**src/rtl/regfile_pkg.sv**
```systemverilog
// Shared definitions for the register-file write-side front end.
// Provides register index / data widths, the r0 constant and the
// load-queue entry layout used by the top level and the load queue.
package regfile_pkg;

    localparam int REG_IDX_W = 5;
    localparam int DATA_W    = 32;
    localparam int NUM_REGS  = 1 << REG_IDX_W;

    localparam logic [REG_IDX_W-1:0] REG_ZERO = 5'd0;

    // One queued load result; live = 0 means it drains without a write.
    typedef struct packed {
        logic                 live;
        logic [REG_IDX_W-1:0] reg_idx;
        logic [DATA_W-1:0]    data;
    } wb_entry_t;

endpackage

```
**src/rtl/wb_load_fifo.sv**
```systemverilog
// Circular queue of load results with a per-entry live bit.
// Ports:
//   clk, rst      - clock, synchronous active-high reset
//   enq/enq_entry - push an entry (caller guarantees count != DEPTH)
//   deq           - pop the head (caller guarantees count != 0)
//   kill_en/kill_reg - clear live on every entry (stored or being pushed)
//                      whose register matches kill_reg
//   head          - entry at the read pointer
//   count         - number of occupied entries
//   pending_mask  - registered OR of one-hot(reg) over live entries
module wb_load_fifo
    import regfile_pkg::*;
#(
    parameter int DEPTH = 2
) (
    input  logic                    clk,
    input  logic                    rst,
    input  logic                    enq,
    input  wb_entry_t               enq_entry,
    input  logic                    deq,
    input  logic                    kill_en,
    input  logic [REG_IDX_W-1:0]    kill_reg,
    output wb_entry_t               head,
    output logic [$clog2(DEPTH):0]  count,
    output logic [NUM_REGS-1:0]     pending_mask
);

    localparam int PTR_W = $clog2(DEPTH);

    wb_entry_t          entries   [DEPTH];
    wb_entry_t          entries_n [DEPTH];
    logic [PTR_W-1:0]   wr_ptr, wr_ptr_n;
    logic [PTR_W-1:0]   rd_ptr, rd_ptr_n;
    logic [PTR_W:0]     count_n;
    logic [NUM_REGS-1:0] mask_n;

    assign head = entries[rd_ptr];

    always_comb begin
        entries_n = entries;
        wr_ptr_n  = wr_ptr;
        rd_ptr_n  = rd_ptr;
        mask_n    = '0;

        // Slots outside the occupied region always have live = 0, so the
        // kill compare can run over every slot without masking by pointers.
        if (kill_en) begin
            for (int i = 0; i < DEPTH; i++) begin
                if (entries[i].reg_idx == kill_reg) begin
                    entries_n[i].live = 1'b0;
                end
            end
        end

        if (deq) begin
            entries_n[rd_ptr].live = 1'b0;
            rd_ptr_n = rd_ptr + 1'b1;
        end

        // A load accepted alongside a matching ALU write counts as older.
        if (enq) begin
            entries_n[wr_ptr] = enq_entry;
            if (kill_en && (enq_entry.reg_idx == kill_reg)) begin
                entries_n[wr_ptr].live = 1'b0;
            end
            wr_ptr_n = wr_ptr + 1'b1;
        end

        for (int i = 0; i < DEPTH; i++) begin
            if (entries_n[i].live) begin
                mask_n[entries_n[i].reg_idx] = 1'b1;
            end
        end
    end

    assign count_n = count + (PTR_W+1)'(enq) - (PTR_W+1)'(deq);

    always_ff @(posedge clk) begin
        if (rst) begin
            wr_ptr       <= '0;
            rd_ptr       <= '0;
            count        <= '0;
            pending_mask <= '0;
            for (int i = 0; i < DEPTH; i++) begin
                entries[i].live <= 1'b0;
            end
        end else begin
            wr_ptr       <= wr_ptr_n;
            rd_ptr       <= rd_ptr_n;
            count        <= count_n;
            pending_mask <= mask_n;
            entries      <= entries_n;
        end
    end

endmodule

```
**src/rtl/regfile_wb_arbiter.sv**
```systemverilog
// Merges ALU results (never stall, absolute priority) and queued load
// results (valid/ready) onto the register file's single write port.
// Ports:
//   clk, rst                       - clock, synchronous active-high reset
//   alu_valid/alu_reg/alu_data     - ALU writeback, always accepted
//   mem_valid/mem_ready/mem_reg/mem_data - load writeback handshake
//   RegWrite/Write_Reg/Write_Bus   - registered register-file write port
//   pending_mask                   - registers targeted by live queued loads
module regfile_wb_arbiter
    import regfile_pkg::*;
#(
    parameter int DEPTH = 2
) (
    input  logic                  clk,
    input  logic                  rst,
    input  logic                  alu_valid,
    input  logic [REG_IDX_W-1:0]  alu_reg,
    input  logic [DATA_W-1:0]     alu_data,
    input  logic                  mem_valid,
    output logic                  mem_ready,
    input  logic [REG_IDX_W-1:0]  mem_reg,
    input  logic [DATA_W-1:0]     mem_data,
    output logic                  RegWrite,
    output logic [REG_IDX_W-1:0]  Write_Reg,
    output logic [DATA_W-1:0]     Write_Bus,
    output logic [NUM_REGS-1:0]   pending_mask
);

    logic                   mem_accept;
    logic                   alu_write;
    logic                   deq;
    wb_entry_t              enq_entry;
    wb_entry_t              head;
    logic [$clog2(DEPTH):0] count;

    // Ready comes from the registered count only: no pass-through when full.
    assign mem_ready  = (count != (($clog2(DEPTH)+1))'(DEPTH));
    assign mem_accept = mem_valid && mem_ready;
    assign alu_write  = alu_valid && (alu_reg != REG_ZERO);
    // Any ALU cycle, even to r0, owns the write port.
    assign deq        = !alu_valid && (count != '0);

    assign enq_entry.live    = (mem_reg != REG_ZERO);
    assign enq_entry.reg_idx = mem_reg;
    assign enq_entry.data    = mem_data;

    wb_load_fifo #(.DEPTH(DEPTH)) u_fifo (
        .clk          (clk),
        .rst          (rst),
        .enq          (mem_accept),
        .enq_entry    (enq_entry),
        .deq          (deq),
        .kill_en      (alu_write),
        .kill_reg     (alu_reg),
        .head         (head),
        .count        (count),
        .pending_mask (pending_mask)
    );

    always_ff @(posedge clk) begin
        if (rst) begin
            RegWrite  <= 1'b0;
            Write_Reg <= '0;
            Write_Bus <= '0;
        end else if (alu_valid) begin
            RegWrite <= alu_write;
            if (alu_write) begin
                Write_Reg <= alu_reg;
                Write_Bus <= alu_data;
            end
        end else if (deq) begin
            RegWrite <= head.live;
            if (head.live) begin
                Write_Reg <= head.reg_idx;
                Write_Bus <= head.data;
            end
        end else begin
            RegWrite <= 1'b0;
        end
    end

endmodule

```
**config.mk**
```make
export PLATFORM = sky130hd
export DESIGN_NAME = regfile_wb_arbiter
export DESIGN_NICKNAME = d
export VERILOG_FILES = /design/src/rtl/regfile_pkg.sv /design/src/rtl/wb_load_fifo.sv /design/src/rtl/regfile_wb_arbiter.sv
export SDC_FILE = /design/constraint.sdc
export NUM_CORES = 1
export LEC_CHECK = 0
export ABC_AREA = 1
export ABC_CLOCK_PERIOD_IN_PS = 3900
export BUFFER_PORTS_ARGS = -buffer_cell sky130_fd_sc_hd__buf_4
export CELL_PAD_IN_SITES_DETAIL_PLACEMENT = 0
export CELL_PAD_IN_SITES_GLOBAL_PLACEMENT = 2
export CORE_AREA = 8 8 129 221
export CTS_CLUSTER_DIAMETER = 80
export DETAILED_ROUTE_END_ITERATION = 10
export DIE_AREA = 0 0 137 229
export PLACE_DENSITY_LB_ADDON = 0.1
export SKIP_LAST_GASP = 1
export SYNTH_ARGS = -nofsm -noshare
export SYNTH_HDL_FRONTEND = slang
export SYNTH_HIERARCHICAL = 1
export SYNTH_SLANG_ARGS = --single-unit
```
**constraint.sdc**
```tcl
create_clock -name clk -period 3.9 [get_ports clk]
set_input_delay 0.78 -clock clk [delete_from_list [all_inputs] [get_ports clk]]
set_output_delay 0.78 -clock clk [all_outputs]
set_load 0.02 [all_outputs]
```
# == Word level (Yosys, flattened, before mapping) ==
# Cells that the tools add are included.
# word_totals
reg_bits,150
word_cells,83
# classes
n_addsub,4
order_cmp,8
eq_ne,5
mux,35
n_bitwise,3
reduce_logical,15
# op_table
operator,count
bitwise mux 76 bit,3
2-to-1 mux 38 bit,6
2-to-1 mux 76 bit,3
2-to-1 mux 32 bit,6
demux 38 bit (select 1 bit),3
OR 32 bit,1
2-to-1 mux 5 bit,4
equality test 5 bit,3
"< comparator 5 x 6 -> 1 bit, second input constant",2
demux 1 bit (select 5 bit),2
">= comparator 5 x 1 -> 1 bit, second input constant",2
nonzero test 5 bit,2
logical AND 1 bit,8
2-to-1 mux 1 bit,8
nonzero test 2 bit,3
">= comparator 2 bit, second input constant",2
"< comparator 2 x 1 -> 1 bit, second input constant",2
inverter 1 -> 2 bit,2
AND reduction 3 bit,1
"adder 1 bit, second input constant",2
adder 2 x 1 -> 2 bit,1
"!= test 2 x 1 -> 1 bit, second input constant",1
"!= test 2 bit, second input constant",1
subtractor 2 x 1 -> 2 bit,1
zero test 1 bit,1

# == Longest topological paths before layout ==
# logic_depth
word_depth,18
depth_mapped,14
depth_no_buf,11

# == By module ==
# The synthesis kept the hierarchy.
# modules_own_cells
module,n_inst,cells_per_inst,area_each_um2,seq_area_each_um2
wb_load_fifo,1,683,5401.4,2982.9
regfile_wb_arbiter,1,379,2357.3,760.7

# == Least setup slack after synthesis ==
# Ideal clock, no wire load.
# synth_path
kind,input to register
startpoint,input mem_valid
endpoint,"register u_fifo/entries[0] (netlist bit), enable pin"
setup_ns,0.421
t_arrival_ns,3.040
t_required_ns,3.479
setup_slack_ns,0.439
stages,5
path_buffers,2
path_cell_list,a21boi_0 -> nand2_2 -> buf_2 -> buf_1 -> nor2_1
# synth_lines
item,line_no,text
from (decl),regfile_wb_arbiter.sv:19,"input logic mem_valid,"
to (signal assigned),wb_load_fifo.sv:92,entries <= entries_n;
to (decl),wb_load_fifo.sv:30,wb_entry_t entries [DEPTH];

==> run_results.csv <==
group,metric,value,unit
pwr,leakagePower,4.726,nW
pwr,peakVddDrop,0.2550,mV
clocking,cts_tree,"yes",
yosys,syn_area_per_cell,7.306,µm²
job,cap_violations,0,
detailed_routing,drtIter0Drc,314,
yosys,yosys.area.top_type,"edfxtp_1",
grt,busiest_layer,"met2",
final_layout,final_layout_size_suffix_gt1_share,19.77,%
grt,grt_pass1_wl,37750,µm
floorplan,die_h,229,µm
clocking,cts.sinks,150,
yosys,yosys-top-cells-area,"edfxtp_1 29%, dfxtp_1 20%, nand2_1 14%, nor2_1 9.2%, nand3_1 6.7%",
critical_path,crit_type,"in -> reg",
placed_design,io_buffers,148,
clocking,cts_hold_buffers,0,
grt,gr-usage-all-layers,15.82,%
yosys,syn_inst,1062,
worst_hold_path,hold_class,"reg -> reg",
yosys,synth.yosys.seq_area_share,48.25,%
critical_path,slowest_stage,"nand2_2",
clocking,clk_latency,440,ps
sta,post-route-min-period,2609,ps
grt,grt_pass1_vias,6852,
final_layout,diodes,0,
yosys,synth_top_area_share,28.64,%
critical_path,critPathArrivalTime,2740,ps
pwr,power.density,524.1,mW/mm²
final_layout,postLayoutCoreUtil,37.55,%
critical_path,required,4030,ps
critical_path,crit_path_cell_trace,"buf_4 -> a21boi_0 -> nand2_2 -> buf_4 -> nor2_4 -> buf_12",
detailed_routing,drc,0,
floorplan,std_cell_rows,78,
grt,grtUsageMet2,28.63,%
sta,hold_violations,0,
sta,setup-tns-final,0,ps
yosys,yosys_warnings,6,
floorplan,initial_core_util,30.34,%
placed_design,dpl-instance-area,0.009019,mm²
final_layout,num-nets-final,1261,
floorplan,fp.coreArea,0.02557,mm²
placed_design,gp_congestion,0.7665,
clocking,clockBufferDepth,2,
critical_path,crit_path_frequent_cell,"buf_4",
sta,fmax,0.3833,GHz
sta,slew_headroom,37.40,%
sta,worst_slew_pin_slew,939.1,ps
detailed_routing,routed_via_density,4.474,
grt,use_met3,3.836,%
critical_path,slowest_delay,450,ps
grt,use_met1,16.73,%
sta,finClkSkew,9.618,ps
detailed_routing,wl_per_cell,16.03,µm
final_layout,nFillCells,2826,
clocking,clock-root-buffer,"clkbuf_16",
floorplan,die_area,0.03137,mm²
grt,gr-total-overflow,0,
final_layout,syn2layout_area_growth,23.75,%
yosys,netlist_area,0.007759,mm²
detailed_routing,drtPass1Iterations,6,
final_layout,final_area,0.009602,mm²
placed_design,hpwl,17630,µm
grt,grt_max_degree,76,
clocking,cts_resized,0,
yosys,ys_seq_elements,150,
grt,antenna_found_initial,0,
detailed_routing,drt.antenna.violating_nets,0,
clocking,clkSlewWorstSetupHoldPaths,60,ps
sta,rsz0062_at_grt,"no",
floorplan,ios,149,
sta,drv_slew,0,
floorplan,die_w,137,µm
clocking,htree_levels,4,
outcome,run_status,"completed",
clocking,post_cts_buffers,0,
yosys,synth.distinct_cells,24,
clocking,cts_made_buffers,17,
sta,setup_viol_count_final,0,
sta,period_share,66.90,%
detailed_routing,vias,6774,
critical_path,critical_path.endpoint_type,"flip-flop",
detailed_routing,routed_wirelength,24270,µm
critical_path,start_kind,"input port",
critical_path,path_max_fanout,27,
yosys,synthesis.nets,1142,
[layout make-up]
cell class	count	area (µm²)	share of cell area, %
clock inverters	14	132.6	1.381
flip-flops and latches	150	3745	39.00
multi-input cells	709	3131	32.60
repair buffers	158	1199	12.48
inverters	145	544.3	5.668
well taps	320	400.4	4.170
clock buffers	18	450.4	4.691
[worst max-delay path: cells and delay by family]
kind | cells | cell delay [ps]
compound gates | 1 | 440
buf+inv | 3 | 700
simple gates | 2 | 790
[cells in the final DEF (no fill, tap or decap), drive strengths merged]
| cell | n |
|---|---|
| nor2 | 190 |
| buf | 158 |
| edfxtp | 74 |
| clkinvlp | 4 |
| nand2 | 296 |
| a21boi | 1 |
| nand3b | 1 |
| clkbuf | 18 |
| dfxtp | 76 |
| bufinv | 2 |
| nand3 | 115 |
| ha | 2 |
| clkinv | 8 |
| o21ai | 57 |
| nor3 | 2 |
| inv | 145 |
| a21oi | 44 |
| xor2 | 1 |
[registers in the layout, summed over array words and instances, names as in the netlist]
name                 count
RegWrite                 1
Write_Bus               32
Write_Reg                5
u_fifo/count             2
u_fifo/entries          76
u_fifo/pending_mask     32
u_fifo/rd_ptr            1
u_fifo/wr_ptr            1
[power breakdown]
group          internal [mW]  switching (mW)
Clock                  0.969           0.677
Combinational          0.438            1.03
Sequential              1.85          0.0705
Total                   3.26            1.78
[path summary, 6_finish.rpt]
path / from / end / slack, ps / depth (start not counted)
setup / recovery: mem_valid / u_fifo/entries[64] / 1290 / 6
setup reg to reg: u_fifo/count[0] / u_fifo/entries[64] / 1300 / 6
hold reg to reg: u_fifo/wr_ptr / u_fifo/wr_ptr / 490 / 2
hold / removal: u_fifo/wr_ptr / u_fifo/wr_ptr / 490 / 2
[stage by stage]
stage	power (mW)	cells	worst slack [ps]	hold WS, ps
after floorplan	2.963	1062	438.9	455.8
after global placement	3.459	1482	898.7	476.7
after detailed placement	3.459	1482	845.2	477.1
after CTS	5.132	1514	1302	485.5
after global routing	5.355	1514	1046	527.2
final	5.032	1514	1291	486.7
[cell usage after synthesis (all sizes together)]
cell    instances
nand2         296
nor2          190
inv           145
nand3         115
dfxtp          76
edfxtp         74
o21ai          57
a21oi          44
buf            41
clkbuf         17
ha              2
nor3            2
a21boi          1
nand3b          1
xor2            1
[metal layers]
layer	vias to the layer above	share of wire, %
met3	33	4.6
met1	3062	39
li1	3538	-
met2	141	54
met4	0	2.8
met5	-	0
[kinds of logic (layout without fill, tap and decap cells)]
group	after synthesis	in the layout	synth area share [%]
flops	150	150	48.25
compound gates	102	102	7.338
xor+xnor	1	1	0.1129
simple gates	604	604	32.35
fa+ha+maj	2	2	0.3225
buf+inv	203	335	11.63
No activity file was read; power rests on OpenSTA's default activity.
